<file path="src/rtl/pht_update_queue_pkg.sv">
// Shared predictor definitions for the PHT update path.
// Widths here are the predictor defaults; the queue block re-derives its own
// constants from its parameters so it can be built at other table sizes.
package pht_update_queue_pkg;

  localparam int PHT_INDEX_WIDTH_DEF = 10;
  localparam int PHT_ENTRY_WIDTH_DEF = 2;

  typedef logic [PHT_INDEX_WIDTH_DEF-1:0] PHT_IndexPath;
  typedef logic [PHT_ENTRY_WIDTH_DEF-1:0] PHT_EntryPath;

  // Saturation ceiling of a 2-bit counter.
  localparam PHT_EntryPath PHT_ENTRY_MAX = '1;
  // Weakly-taken: the MSB alone set.
  localparam PHT_EntryPath PHT_WEAK_TAKEN = PHT_EntryPath'(1 << (PHT_ENTRY_WIDTH_DEF-1));

  // One pending table write.
  typedef struct packed {
    PHT_IndexPath index;
    PHT_EntryPath value;
  } pht_queue_entry_t;

  typedef enum logic {
    ST_INIT = 1'b0,
    ST_RUN  = 1'b1
  } pht_uq_state_e;

endpackage

</file>
<file path="src/rtl/pht_update_fifo.sv">
// Circular buffer for pending PHT writes: multi-lane write by explicit slot,
// single pop from the head. Slot choice (allocate vs. overwrite) is made by
// the caller; this block only moves pointers and holds the data.
module pht_update_fifo #(
  parameter int DEPTH = 8,
  parameter int LANES = 2,
  parameter int DW    = 12,
  parameter int IW    = 10
)(
  input  logic                                   clk,
  input  logic                                   rst,
  input  logic [LANES-1:0]                       wr_en,
  input  logic [LANES-1:0][$clog2(DEPTH)-1:0]    wr_addr,
  input  logic [LANES-1:0][DW-1:0]               wr_data,
  input  logic [$clog2(DEPTH):0]                 push_cnt,
  input  logic                                   pop,
  output logic [DW-1:0]                          head_data,
  output logic [IW-1:0]                          tail_index,
  output logic [$clog2(DEPTH)-1:0]               tail,
  output logic [$clog2(DEPTH):0]                 occ
);
  localparam int AW = $clog2(DEPTH);

  logic [DW-1:0] mem [DEPTH];
  logic [AW-1:0] head;
  logic [AW-1:0] tail_m1;
  logic [DW-1:0] tail_data;

  // Storage writes; later lanes win when two lanes target one slot.
  always_ff @(posedge clk) begin
    for (int i = 0; i < LANES; i++)
      if (wr_en[i]) mem[wr_addr[i]] <= wr_data[i];
  end

  // Pointer and count update; pointers wrap naturally at the power-of-two depth.
  always_ff @(posedge clk or negedge rst) begin
    if (!rst) begin
      head <= '0;
      tail <= '0;
      occ  <= '0;
    end else begin
      head <= head + AW'(pop);
      tail <= tail + push_cnt[AW-1:0];
      occ  <= occ + push_cnt - (AW+1)'(pop);
    end
  end

  assign tail_m1    = tail - AW'(1);
  assign head_data  = mem[head];
  assign tail_data  = mem[tail_m1];
  assign tail_index = tail_data[DW-1 -: IW];

endmodule

</file>
<file path="src/rtl/pht_update_queue.sv">
// PHT update queue: computes saturating-counter updates for resolved branches,
// queues them and drains one write per cycle to the PHT port. After reset it
// sweeps the whole table to weakly-taken before accepting any update.
// Optional feature macro: PHT_UPDATE_COALESCE_EN -- a lane hitting the index of
// the youngest queued entry (not the one popping this cycle) overwrites it.
module pht_update_queue
  import pht_update_queue_pkg::*;
#(
  parameter int IN_WIDTH        = 2,
  parameter int PHT_INDEX_WIDTH = PHT_INDEX_WIDTH_DEF,
  parameter int PHT_ENTRY_WIDTH = PHT_ENTRY_WIDTH_DEF,
  parameter int QUEUE_DEPTH     = 8
)(
  input  logic                                           clk,
  input  logic                                           rst,
  input  logic [IN_WIDTH-1:0]                            brValid,
  input  logic [IN_WIDTH-1:0][PHT_INDEX_WIDTH-1:0]       brIndex,
  input  logic [IN_WIDTH-1:0][PHT_ENTRY_WIDTH-1:0]       brPrevValue,
  input  logic [IN_WIDTH-1:0]                            brTaken,
  output logic                                           phtWE,
  output logic [PHT_INDEX_WIDTH-1:0]                     phtWA,
  output logic [PHT_ENTRY_WIDTH-1:0]                     phtWV,
  output logic                                           initDone,
  output logic [$clog2(QUEUE_DEPTH):0]                   occupancy,
  output logic [15:0]                                    dropCount
);
  localparam int AW = $clog2(QUEUE_DEPTH);
  localparam int XW = PHT_INDEX_WIDTH;
  localparam int EW = PHT_ENTRY_WIDTH;
  localparam int DW = XW + EW;
  localparam int CW = $clog2(IN_WIDTH + 1);
  localparam logic [EW-1:0] CNT_MAX  = '1;
  localparam logic [EW-1:0] CNT_WEAK = EW'(1) << (EW - 1);
`ifdef PHT_UPDATE_COALESCE_EN
  localparam bit COALESCE = 1'b1;
`else
  localparam bit COALESCE = 1'b0;
`endif

  pht_uq_state_e state, state_nxt;
  logic [XW-1:0] sweep;

  logic [IN_WIDTH-1:0][EW-1:0]  new_val;
  logic [IN_WIDTH-1:0]          wr_en;
  logic [IN_WIDTH-1:0][AW-1:0]  wr_addr;
  logic [IN_WIDTH-1:0][DW-1:0]  wr_data;
  logic [AW:0]                  push_cnt;
  logic                         pop;
  logic [DW-1:0]                head_data;
  logic [XW-1:0]                tail_index;
  logic [AW-1:0]                fifo_tail;
  logic [AW:0]                  fifo_occ;
  logic [AW:0]                  avail;
  logic                         last_v;
  logic [XW-1:0]                last_idx;
  logic [AW-1:0]                last_addr;
  logic [CW-1:0]                drops;
  logic [16:0]                  drop_sum;

  // State register.
  always_ff @(posedge clk or negedge rst) begin
    if (!rst) state <= ST_INIT;
    else      state <= state_nxt;
  end

  // Leave INIT once the all-ones index has been written.
  always_comb begin
    state_nxt = state;
    if (state == ST_INIT && (&sweep)) state_nxt = ST_RUN;
  end

  // Per-lane 2-bit saturating counter update.
  always_comb begin
    new_val = '0;
    for (int i = 0; i < IN_WIDTH; i++) begin
      if (brTaken[i]) new_val[i] = (brPrevValue[i] == CNT_MAX) ? CNT_MAX : brPrevValue[i] + EW'(1);
      else            new_val[i] = (brPrevValue[i] == '0) ? '0 : brPrevValue[i] - EW'(1);
    end
  end

  // Lane allocation in lane order: coalesce into the youngest entry, else take
  // a free slot (counting the one vacated by this cycle's pop), else drop.
  always_comb begin
    wr_en     = '0;
    wr_addr   = '0;
    wr_data   = '0;
    push_cnt  = '0;
    drops     = '0;
    pop       = (state == ST_RUN) && (fifo_occ != '0);
    avail     = (AW+1)'(QUEUE_DEPTH) - fifo_occ + (AW+1)'(pop);
    // With one entry left it is the head being popped, so it cannot be a target.
    last_v    = COALESCE && (fifo_occ >= (AW+1)'(2));
    last_idx  = tail_index;
    last_addr = fifo_tail - AW'(1);
    for (int i = 0; i < IN_WIDTH; i++) begin
      wr_data[i] = {brIndex[i], new_val[i]};
      if (brValid[i]) begin
        if (state != ST_RUN) begin
          drops = drops + CW'(1);
        end else if (last_v && brIndex[i] == last_idx) begin
          wr_en[i]   = 1'b1;
          wr_addr[i] = last_addr;
        end else if (push_cnt < avail) begin
          wr_en[i]   = 1'b1;
          wr_addr[i] = fifo_tail + push_cnt[AW-1:0];
          push_cnt   = push_cnt + (AW+1)'(1);
          last_v     = COALESCE;
          last_idx   = brIndex[i];
          last_addr  = wr_addr[i];
        end else begin
          drops = drops + CW'(1);
        end
      end
    end
  end

  pht_update_fifo #(
    .DEPTH (QUEUE_DEPTH),
    .LANES (IN_WIDTH),
    .DW    (DW),
    .IW    (XW)
  ) u_fifo (
    .clk        (clk),
    .rst        (rst),
    .wr_en      (wr_en),
    .wr_addr    (wr_addr),
    .wr_data    (wr_data),
    .push_cnt   (push_cnt),
    .pop        (pop),
    .head_data  (head_data),
    .tail_index (tail_index),
    .tail       (fifo_tail),
    .occ        (fifo_occ)
  );

  assign occupancy = fifo_occ;

  // Registered PHT write port: init sweep in INIT, queue head in RUN.
  always_ff @(posedge clk or negedge rst) begin
    if (!rst) begin
      phtWE    <= 1'b0;
      phtWA    <= '0;
      phtWV    <= '0;
      sweep    <= '0;
      initDone <= 1'b0;
    end else begin
      initDone <= (state == ST_RUN);
      if (state == ST_INIT) begin
        phtWE <= 1'b1;
        phtWA <= sweep;
        phtWV <= CNT_WEAK;
        sweep <= sweep + XW'(1);
      end else begin
        phtWE <= pop;
        if (pop) begin
          phtWA <= head_data[DW-1 -: XW];
          phtWV <= head_data[EW-1:0];
        end
      end
    end
  end

  assign drop_sum = {1'b0, dropCount} + 17'(drops);

  // Saturating count of discarded lanes.
  always_ff @(posedge clk or negedge rst) begin
    if (!rst) dropCount <= '0;
    else      dropCount <= drop_sum[16] ? 16'hFFFF : drop_sum[15:0];
  end

endmodule

</file>
<file path="config.mk">
export PLATFORM = sky130hd
export DESIGN_NAME = pht_update_queue
export DESIGN_NICKNAME = d
export VERILOG_FILES = /design/src/rtl/pht_update_queue_pkg.sv /design/src/rtl/pht_update_fifo.sv /design/src/rtl/pht_update_queue.sv
export SDC_FILE = /design/constraint.sdc
export NUM_CORES = 1
export LEC_CHECK = 0
export CAP_MARGIN = 30
export CELL_PAD_IN_SITES_DETAIL_PLACEMENT = 0
export CELL_PAD_IN_SITES_GLOBAL_PLACEMENT = 1
export CORE_UTILIZATION = 40
export CTS_BUF_LIST = sky130_fd_sc_hd__clkbuf_8
export CTS_CLUSTER_SIZE = 16
export DETAILED_ROUTE_END_ITERATION = 7
export PLACE_DENSITY = 0.64
export SKIP_LAST_GASP = 1
export SYNTH_ARGS = -nofsm -noshare
export SYNTH_HDL_FRONTEND = slang
export SYNTH_SLANG_ARGS = --single-unit
</file>
<file path="constraint.sdc">
create_clock -name clk -period 8 [get_ports clk]
set_input_delay 1.6 -clock clk [delete_from_list [all_inputs] [get_ports clk]]
set_output_delay 1.6 -clock clk [all_outputs]
set_load 0.005 [all_outputs]
</file>
==> impl_metrics.py, run 1 <==
metrics = {
    "yosys": {
        "ys.warnings.count": 0,
        "synthesis.area_mm2": 0.00791,
        "yosysUniqueCellTypes": 52,
        "ys_seq_elements": 147,
        "ys.flop_type": "edfxtp_1",
        "avgSynthCellArea_um2": 14.6,
        "synth-edff-count": 96,
        "async_flop_share_pct": 34.7,
        "synth_cells": 541,
        "synth_seq_area_share_pct": 52.6,
        "syn-num-nets": 592,
    },
    "grt": {
        "antenna_found_initial": 0,
        "grt_pass1_vias": 4584,
        "grt_usage_pct": 18.3,
        "grt_pass1_wl_um": 27000,
        "overflow": 0,
        "grt_max_degree": 52,
    },
    "power_and_ir_drop": {
        "irDropWorstVdd_uv": 98.9,
        "total_power_mw": 1.67,
        "p_per_area_mw_per_mm2": 180,
        "p_comb_share_pct": 10.4,
        "intPower_mw": 1.25,
        "pwr-share-seq_pct": 51.4,
        "switching_share_pct": 25.1,
        "p_leak_nw": 3.71,
        "clock_power_share_pct": 38.2,
        "p_sw_mw": 0.419,
    },
    "routing": {
        "wl_per_cell_um": 19.6,
        "drt_first_pass_iters": 4,
        "vias": 4618,
        "route.final.wire_length_um": 17300,
        "drc": 0,
        "drtIter0Drc": 219,
        "viasPerCell": 5.21,
        "ant_nets": 0,
    },
    "clock_network": {
        "cts_tree": "done",
        "numCtsBuffers": 17,
        "cts_root_buf": "clkbuf_8",
        "cts_hold_buf": 0,
        "path_clk_slew_ns": 0.09,
        "cts_sinks": 147,
        "clock_path_buffers": 2,
        "cts-resized-gates": 0,
        "cts_setup_buffers": 0,
        "h-tree-depth": 4,
        "insertion_delay_ns": 0.45,
    },
    "setup_path": {
        "cpPeakStageDelay_ns": 0.70,
        "cp.required_ns": 8.07,
        "crit_chain": "inv_1, ha_1, nor3b_1, nand2b_1, ha_1, inv_1, ha_1, nor4b_2, nand2_1, nand4_1, inv_1, ha_1, ha_1, xor2_1, a21boi_2, nand3_2, o21ai_1",
        "path_class": "register to register",
        "critPathArrivalTime_ns": 5.70,
        "rrSetupSlack_ns": 2.37,
        "crit_top_cell": "ha_1",
        "worst_setup_path_end_kind": "register",
        "crit_fanout": 13,
        "slowest_stage": "o21ai_1",
        "crit_path_start_kind": "register",
    },
    "cells_and_area": {
        "drive_above_1_share_pct": 28.5,
        "fin_nets": 659,
        "fillers": 1742,
        "n_antenna_cell": 0,
        "synthToLayoutAreaGrowth_pct": 16.8,
    },
    "floorplan": {
        "start_util_pct": 40.8,
        "core_area_mm2": 0.0194,
        "io_pins": 64,
        "die_area_mm2": 0.0203,
        "core.rowCount": 51,
        "die_x_um": 143,
        "die_h_um": 143,
    },
    "status": {
        "status": "complete, no violations",
    },
    "sta": {
        "min_period_ns": 5.63,
        "worstMarginPinSlew_ns": 1.02,
        "slew_headroom_pct": 31.8,
        "max_freq_ghz": 0.178,
        "rsz0062_at_grt": "false",
        "slew_violations": 0,
        "setup_tns_ns": 0,
        "fin_crit_sh_pct": 70.3,
        "final-setup-viol-count": 0,
        "skew_ns": 0.0141,
        "hold_viol": 0,
    },
    "placement": {
        "hpwlAfterDp_um": 12100,
        "portBuffers": 63,
        "place.gp.congestion": 0.765,
    },
    "worst_hold_path": {
        "holdCritPathClass": "register to register",
    },
    "flow_run": {
        "drv_cap": 0,
    },
}
[worst paths after layout]
check / to / depth (start not counted) / start
max: u_fifo.mem[7][2]$_DFFE_PP_ / 17 / u_fifo.occ[2]$_DFF_PN0_
min: sweep[9]$_DFFE_PN0N_ / 1 / sweep[9]$_DFFE_PN0N_
max reg2reg: u_fifo.mem[7][2]$_DFFE_PP_ / 17 / u_fifo.occ[2]$_DFF_PN0_
min reg2reg: sweep[9]$_DFFE_PN0N_ / 1 / sweep[9]$_DFFE_PN0N_
max in group asynchronous: sweep[4]$_DFFE_PN0N_ / 2 / rst
min in group asynchronous: dropCount[8]$_DFF_PN0_ / 2 / rst
[cell usage in the layout, fill, tap and decap left out, drive strengths merged, types with 3 or more instances in the layout]
cell type,instances
inv,33
buf,12
clkdlybuf4s50,62
o21ai,19
nand2b,4
nor3,6
bufinv,3
nand3,15
ha,18
xnor2,11
nor2,13
nand2,28
xor2,11
nand4,8
a21oi,18
edfxtp,96
a31oi,3
and3,7
mux2,91
nor2b,9
mux2i,20
dfrtp,51
clkbuf,17
clkinv,4
fa,3
mux4,24
a21o,6
[power groups by stage]
| stage | sequential, mW | combinational, mW | clock, mW |
|---|---|---|---|
| 3_3_place_gp | 0.874 | 0.171 | 0 |
| 2_1_floorplan | 0.871 | 0.0837 | 0 |
| 6_report | 0.858 | 0.174 | 0.637 |
| 5_1_grt | 0.861 | 0.189 | 0.681 |
| 3_5_place_dp | 0.874 | 0.175 | 0 |
| 4_1_cts | 0.858 | 0.176 | 0.650 |
[synth_stat cells (all sizes together) (2+ instances only)]
cell type	number	area (um^2)
nand2	28	105
and3	7	43.8
o21a	2	15.0
maj3	2	20.0
edfxtp	96	2880
nor3	6	30.0
o31ai	2	15.0
nand2b	4	25.0
o2111ai	2	35.0
mux4	24	541
xnor2	11	96.3
xor2	11	96.3
mux2	91	1260
dfrtp	51	1280
o21ai	19	95.1
a21boi	2	18.8
and2	2	12.5
nand4b	2	17.5
a31oi	3	18.8
nor3b	2	26.3
nand4	8	50.1
clkbuf	10	37.5
fa	3	60.1
buf	16	134
nand3	15	115
nor2b	9	56.3
mux2i	20	200
o41ai	2	17.5
a21oi	18	93.8
ha	18	225
inv	26	97.6
a21o	6	45.0
nor2	13	48.8
or2	2	12.5
[cells by family after synthesis]
| group | after synthesis | synth area share, % |
|---|---|---|
| simple gates | 101 | 7.23 |
| compound gates | 61 | 5.14 |
| xor+xnor | 22 | 2.44 |
| mux | 135 | 25.4 |
| fa+ha+maj | 23 | 3.86 |
| buf+inv | 52 | 3.40 |
| flops | 147 | 52.6 |
[worst max-delay path: cells and delay by family, from the launching register on]
family	cells	cell delay (ns)
simple gates	6	2.06
compound gates	2	1.04
fa+ha+maj	5	1.17
xor+xnor	1	0.19
flops	1	0.43
buf+inv	3	0.33
[cell type report]
cell class / count / area, um^2 / area share (%)
sequential: 147 / 4160 / 45.0
clock inverter: 15 / 194 / 2.10
tap: 265 / 332 / 3.59
timing repair buffer: 74 / 719 / 7.78
multi-input combinational: 342 / 3510 / 37.9
inverter: 26 / 97.6 / 1.06
clock buffer: 17 / 234 / 2.53
[state kept, by name, indices dropped and copies added, names as in the netlist]
register     count
u_fifo.mem      96
dropCount       16
phtWA           10
sweep           10
u_fifo.occ       4
u_fifo.head      3
u_fifo.tail      3
phtWV            2
initDone         1
phtWE            1
state            1
[per-layer routing]
metal  global-route usage, %  vias up  wire length [um]  share of wire (%)
met5                       0        -                 0                  0
met4                    5.72        0               206                1.2
met2                    27.6      111              7930                 46
met3                    3.79       12               693                4.0
met1                    26.2     2321              8510                 49
li1                        -     2174                 -                  -
[through the flow]
step	cells	worst slack, ns	hold slack, ns	util [%]	cell area (um^2)
after floorplan	541	3.31	0.349	-	7910
after global routing	886	1.79	0.523	47.6	9240
after global placement	849	2.41	0.484	45.2	8770
final	886	2.37	0.505	47.6	9240
after CTS	885	2.21	0.505	47.6	9240
after detailed placement	853	2.27	0.487	45.4	8810
Power figures use the tool's default switching activity.
==> run 2, diff against run 1 <==
clock period = 5.5 ns   (was 8 ns; I/O delays follow)
==> impl_metrics.py, run 2 (synthesis gave the netlist of run 1 again) <==
metrics = {
    "setup_path": {
        "cpPeakStageDelay_ns": 0.51,
        "cp-startpoint": "u_fifo.occ[2]$_DFF_PN0_",
        "slowest_stage": "nand4_1",
        "cp_num_buf_inv": 3,
        "path_class": "register to register",
        "r2r-start": "u_fifo.occ[2]$_DFF_PN0_",
        "r2r-end": "dropCount[5]$_DFF_PN0_",
        "path_depth": 20,
        "crit_fanout": 12,
        "cp_top_family": "simple AND/OR/NAND/NOR gates",
        "worst_setup_path_end_kind": "register",
        "cp.required_ns": 5.87,
        "critPathArrivalTime_ns": 5.45,
        "crit_path_start_kind": "register",
        "crit_chain": "inv_1, ha_1, nor3b_1, nand2b_1, ha_1, inv_1, ha_1, nor4b_2, nand2_1, a31oi_1, ha_1, nand2_1, a31oi_1, ha_1, inv_1, fa_1, nand3b_1, nor2_1, nand4_1, o21ai_0",
        "cp-endpoint": "dropCount[5]$_DFF_PN0_",
        "r2r_cells": 20,
        "crit_top_cell": "ha_1",
        "rrSetupSlack_ns": 0.42,
    },
    "floorplan": {
        "core.rowCount": 51,
        "die_area_mm2": 0.0203,
        "die_h_um": 143,
        "start_util_pct": 40.8,
        "die_x_um": 143,
        "core_area_mm2": 0.0194,
        "io_pins": 64,
    },
    "routing": {
        "viasPerCell": 5.26,
        "route.final.wire_length_um": 17700,
        "wl_per_cell_um": 19.7,
        "drc": 0,
        "vias": 4711,
        "drtIter0Drc": 260,
        "ant_nets": 0,
        "drt_first_pass_iters": 4,
    },
    "grt": {
        "grt_pass1_vias": 4748,
        "antenna_found_initial": 0,
        "busiest_layer": "met2",
        "use_met1_pct": 24.3,
        "grt_max_degree": 52,
        "grtUsageMet3_pct": 3.49,
        "overflow": 0,
        "grt_use_met2_pct": 31.0,
        "grt_usage_pct": 18.7,
        "grt_pass1_wl_um": 27400,
    },
    "cells_and_area": {
        "synthToLayoutAreaGrowth_pct": 17.7,
        "final_common_cell": "edfxtp_1",
        "fin_nets": 668,
        "drive_above_1_share_pct": 29.2,
        "n_antenna_cell": 0,
        "postLayoutCellArea_mm2": 0.00931,
        "largest_reg_flops": 96,
        "mostFrequentLayoutCells": "edfxtp_1 (96), mux2_4 (64), clkdlybuf4s50_1 (62), dfrtp_1 (51), nand2_1 (28)",
    },
    "power_and_ir_drop": {
        "p_per_area_mw_per_mm2": 254,
        "p_leak_nw": 3.74,
        "irDropWorstVdd_uv": 147,
    },
    "sta": {
        "slew_violations": 0,
        "rsz0062_at_grt": "false",
        "whs_ns": 0.500,
        "slew_headroom_pct": 40.3,
        "worstMarginPinSlew_ns": 0.885,
        "min_period_ns": 5.08,
        "max_freq_ghz": 0.197,
        "skew_ns": 0.0111,
        "setup_tns_ns": 0,
        "fin_crit_sh_pct": 92.4,
        "final-setup-viol-count": 0,
        "hold_viol": 0,
    },
    "clock_network": {
        "cts_setup_buffers": 0,
        "h-tree-depth": 4,
        "numCtsBuffers": 17,
        "cts-resized-gates": 0,
        "cts_hold_buf": 0,
        "cts_sinks": 147,
        "clock_path_buffers": 2,
        "cts_tree": "done",
        "cts_root_buf": "clkbuf_8",
        "path_clk_slew_ns": 0.08,
        "insertion_delay_ns": 0.46,
    },
    "worst_hold_path": {
        "hold_depth": 1,
        "holdCritPathClass": "register to register",
    },
    "status": {
        "status": "complete, no violations",
    },
    "placement": {
        "place_area_mm2": 0.00888,
        "hpwlAfterDp_um": 11900,
        "portBuffers": 63,
        "place.gp.congestion": 0.792,
    },
    "flow_run": {
        "drv_cap": 0,
    },
}
[run 2: worst reg2reg max path: stages, from the launching register on]
cell,delay [ns]
dfrtp_1,0.44
inv_1,0.13
ha_1,0.16
nor3b_1,0.27
nand2b_1,0.19
ha_1,0.26
inv_1,0.07
ha_1,0.32
nor4b_2,0.40
nand2_1,0.17
a31oi_1,0.20
ha_1,0.14
nand2_1,0.05
a31oi_1,0.20
ha_1,0.20
inv_1,0.06
fa_1,0.39
nand3b_1,0.28
nor2_1,0.35
nand4_1,0.51
o21ai_0,0.23
[run 2: worst min-delay path by stage]
stage	startpoint	end	slack, ns
floorplan	state$_DFFE_PN0P_	initDone$_DFF_PN0_	0.35
global placement	sweep[9]$_DFFE_PN0N_	sweep[9]$_DFFE_PN0N_	0.48
detailed placement	sweep[6]$_DFFE_PN0N_	sweep[6]$_DFFE_PN0N_	0.49
CTS	sweep[6]$_DFFE_PN0N_	sweep[6]$_DFFE_PN0N_	0.50
global route	sweep[6]$_DFFE_PN0N_	sweep[6]$_DFFE_PN0N_	0.51
finish	sweep[6]$_DFFE_PN0N_	sweep[6]$_DFFE_PN0N_	0.50
[run 2: where the power goes]
group	internal (mW)	switching [mW]	leakage [nW]
combinational	0.145	0.102	2.03
sequential	1.21	0.0368	1.51
clock	0.443	0.425	0.194
[run 2: per-stage QoR]
| step | total power, mW | util [%] | worst slack (ns) | cells |
|---|---|---|---|---|
| 2_1_floorplan | 1.39 | - | 0.806 | 541 |
| 3_3_place_gp | 1.52 | 45.7 | 0.678 | 861 |
| 3_5_place_dp | 1.52 | 45.8 | 0.453 | 862 |
| 4_1_cts | 2.38 | 47.8 | 0.423 | 894 |
| 5_1_grt | 2.46 | 48.0 | 0.0163 | 895 |
| 6_report | 2.36 | 48.0 | 0.420 | 895 |
[run 2: layer usage]
layer | vias to the layer above | share of wire [%]
li1 | 2193 | -
met1 | 2404 | 46
met2 | 96 | 49
met3 | 18 | 3.2
met4 | 0 | 1.5
met5 | - | 0
[run 2: layout make-up]
type	count	area [um^2]
Clock buffer	17	234
Clock inverter	15	165
Fill cell	1717	10100
Inverter	26	97.6
Multi-Input combinational cell	342	3520
Sequential cell	147	4160
Tap cell	265	332
Timing Repair Buffer	83	796
==> run 3, diff against run 2 <==
clock period = 6.5 ns   (was 5.5 ns; I/O delays follow)
==> impl_metrics.py, run 3 (synthesis gave the netlist of run 1 again) <==
metrics = {
    "cells_and_area": {
        "n_antenna_cell": 0,
        "finish.utilization_pct": 47.5,
        "fin_cells": 883,
        "mostFrequentLayoutCells": "edfxtp_1 (96), mux2_4 (64), clkdlybuf4s50_1 (62), dfrtp_1 (51), nand2_1 (28)",
        "final_common_cell": "edfxtp_1",
        "synthToLayoutAreaGrowth_pct": 16.5,
        "largest_reg_flops": 96,
        "drive_above_1_share_pct": 28.0,
        "fin_nets": 659,
    },
    "setup_path": {
        "crit_path_start_kind": "register",
        "path_class": "register to register",
        "worst_setup_path_end_kind": "register",
        "crit_fanout": 13,
        "cp.required_ns": 6.57,
        "critPathArrivalTime_ns": 5.73,
    },
    "sta": {
        "fin_crit_sh_pct": 87.2,
        "worstMarginPinSlew_ns": 0.989,
        "final-setup-viol-count": 0,
        "slew_violations": 0,
        "min_period_ns": 5.67,
        "max_freq_ghz": 0.176,
        "rsz0062_at_grt": "false",
        "setup_tns_ns": 0,
        "slew_headroom_pct": 33.6,
        "skew_ns": 0.0143,
        "hold_viol": 0,
    },
    "routing": {
        "drt_first_pass_iters": 4,
        "viasPerCell": 5.20,
        "drtIter0Drc": 264,
        "wl_per_cell_um": 20.1,
        "vias": 4594,
        "route.final.wire_length_um": 17800,
        "drc": 0,
        "ant_nets": 0,
    },
    "clock_network": {
        "cts_setup_buffers": 0,
        "cts_sinks": 147,
        "insertion_delay_ns": 0.45,
        "cts_root_buf": "clkbuf_8",
        "cts-resized-gates": 0,
        "cts_tree": "done",
        "path_clk_slew_ns": 0.08,
        "clock_path_buffers": 2,
        "cts_hold_buf": 0,
        "numCtsBuffers": 17,
        "h-tree-depth": 4,
    },
    "placement": {
        "place.gp.congestion": 0.774,
        "hpwlAfterDp_um": 12700,
        "portBuffers": 63,
        "dp.cells": 854,
    },
    "floorplan": {
        "start_util_pct": 40.8,
        "core.rowCount": 51,
        "core_area_mm2": 0.0194,
        "die_x_um": 143,
        "die_h_um": 143,
        "io_pins": 64,
        "die_area_mm2": 0.0203,
    },
    "power_and_ir_drop": {
        "intPower_mw": 1.55,
        "p_sw_mw": 0.470,
        "p_leak_nw": 3.69,
        "switching_share_pct": 23.2,
        "pwr-share-seq_pct": 52.2,
        "irDropWorstVdd_uv": 135,
        "p_per_area_mw_per_mm2": 220,
        "p_comb_share_pct": 10.6,
        "clock_power_share_pct": 37.2,
    },
    "worst_hold_path": {
        "holdCritPathClass": "register to register",
    },
    "grt": {
        "grt_max_degree": 52,
        "grt_pass1_vias": 4668,
        "grt_pass1_wl_um": 27600,
        "overflow": 0,
        "antenna_found_initial": 0,
        "grt_usage_pct": 18.6,
    },
    "flow_run": {
        "drv_cap": 0,
    },
    "status": {
        "status": "complete, no violations",
    },
}
[run 3: cell count changes in the layout (fill, tap and decap cells not counted), sizes merged]
cell,before,now
buf,21,12
bufinv,3,4
clkinvlp,3,2
inv,27,26
clkinv,8,6
[run 3: path summary, 6_finish.rpt]
path | startpoint | slack (ns) | end | depth (start not counted)
setup / recovery | u_fifo.occ[2]$_DFF_PN0_ | 0.83 | u_fifo.mem[7][6]$_DFFE_PP_ | 17
hold / removal | phtWA[7]$_DFFE_PN0P_ | 0.50 | phtWA[7]$_DFFE_PN0P_ | 2
setup reg to reg | u_fifo.occ[2]$_DFF_PN0_ | 0.83 | u_fifo.mem[7][6]$_DFFE_PP_ | 17
hold reg to reg | phtWA[7]$_DFFE_PN0P_ | 0.50 | phtWA[7]$_DFFE_PN0P_ | 2
max in group asynchronous | rst | 5.08 | phtWV[0]$_DFFE_PN0P_ | 2
min in group asynchronous | rst | 0.96 | dropCount[9]$_DFF_PN0_ | 2
[run 3: worst max-delay path: stages, from the launching register on]
cell	delay (ns)
dfrtp_1	0.43
inv_1	0.12
ha_1	0.14
nor3b_1	0.24
nand2b_1	0.41
ha_1	0.35
inv_1	0.07
ha_1	0.27
nor4b_2	0.46
nand2_1	0.18
nand4_1	0.42
inv_1	0.13
ha_1	0.21
ha_1	0.19
xor2_1	0.19
a21boi_2	0.34
nand3_2	0.40
o21ai_1	0.70
[run 3: through the flow]
stage | setup slack, ns | power (mW) | area, um^2 | hold WS (ns)
floorplan | 1.81 | 1.17 | 7910 | 0.349
global placement | 0.994 | 1.29 | 8770 | 0.483
detailed placement | 0.813 | 1.29 | 8810 | 0.484
CTS | 0.757 | 2.05 | 9220 | 0.505
global route | 0.257 | 2.10 | 9220 | 0.525
finish | 0.834 | 2.02 | 9220 | 0.500
[run 3: final cells by class]
class,count,area [um^2]
Timing Repair Buffer,74,719
Sequential cell,147,4160
Multi-Input combinational cell,342,3510
Clock buffer,17,234
Fill cell,1776,10200
Clock inverter,12,166
Inverter,26,97.6
Tap cell,265,332
[run 3: power by group through the flow]
stage	clock, mW	sequential [mW]	combinational [mW]
2_1_floorplan	0	1.07	0.103
6_report	0.753	1.06	0.214
3_5_place_dp	0	1.08	0.216
5_1_grt	0.800	1.06	0.235
4_1_cts	0.771	1.06	0.217
3_3_place_gp	0	1.08	0.211
[run 3: per-layer routing]
metal | routed length [um] | global-route usage (%) | vias to the layer above | part of all wire [%]
li1 | - | - | 2159 | -
met1 | 8630 | 26.1 | 2335 | 49
met2 | 8370 | 29.4 | 94 | 47
met3 | 650 | 3.86 | 6 | 3.7
met4 | 118 | 4.58 | 0 | 0.66
met5 | 0 | 0 | - | 0
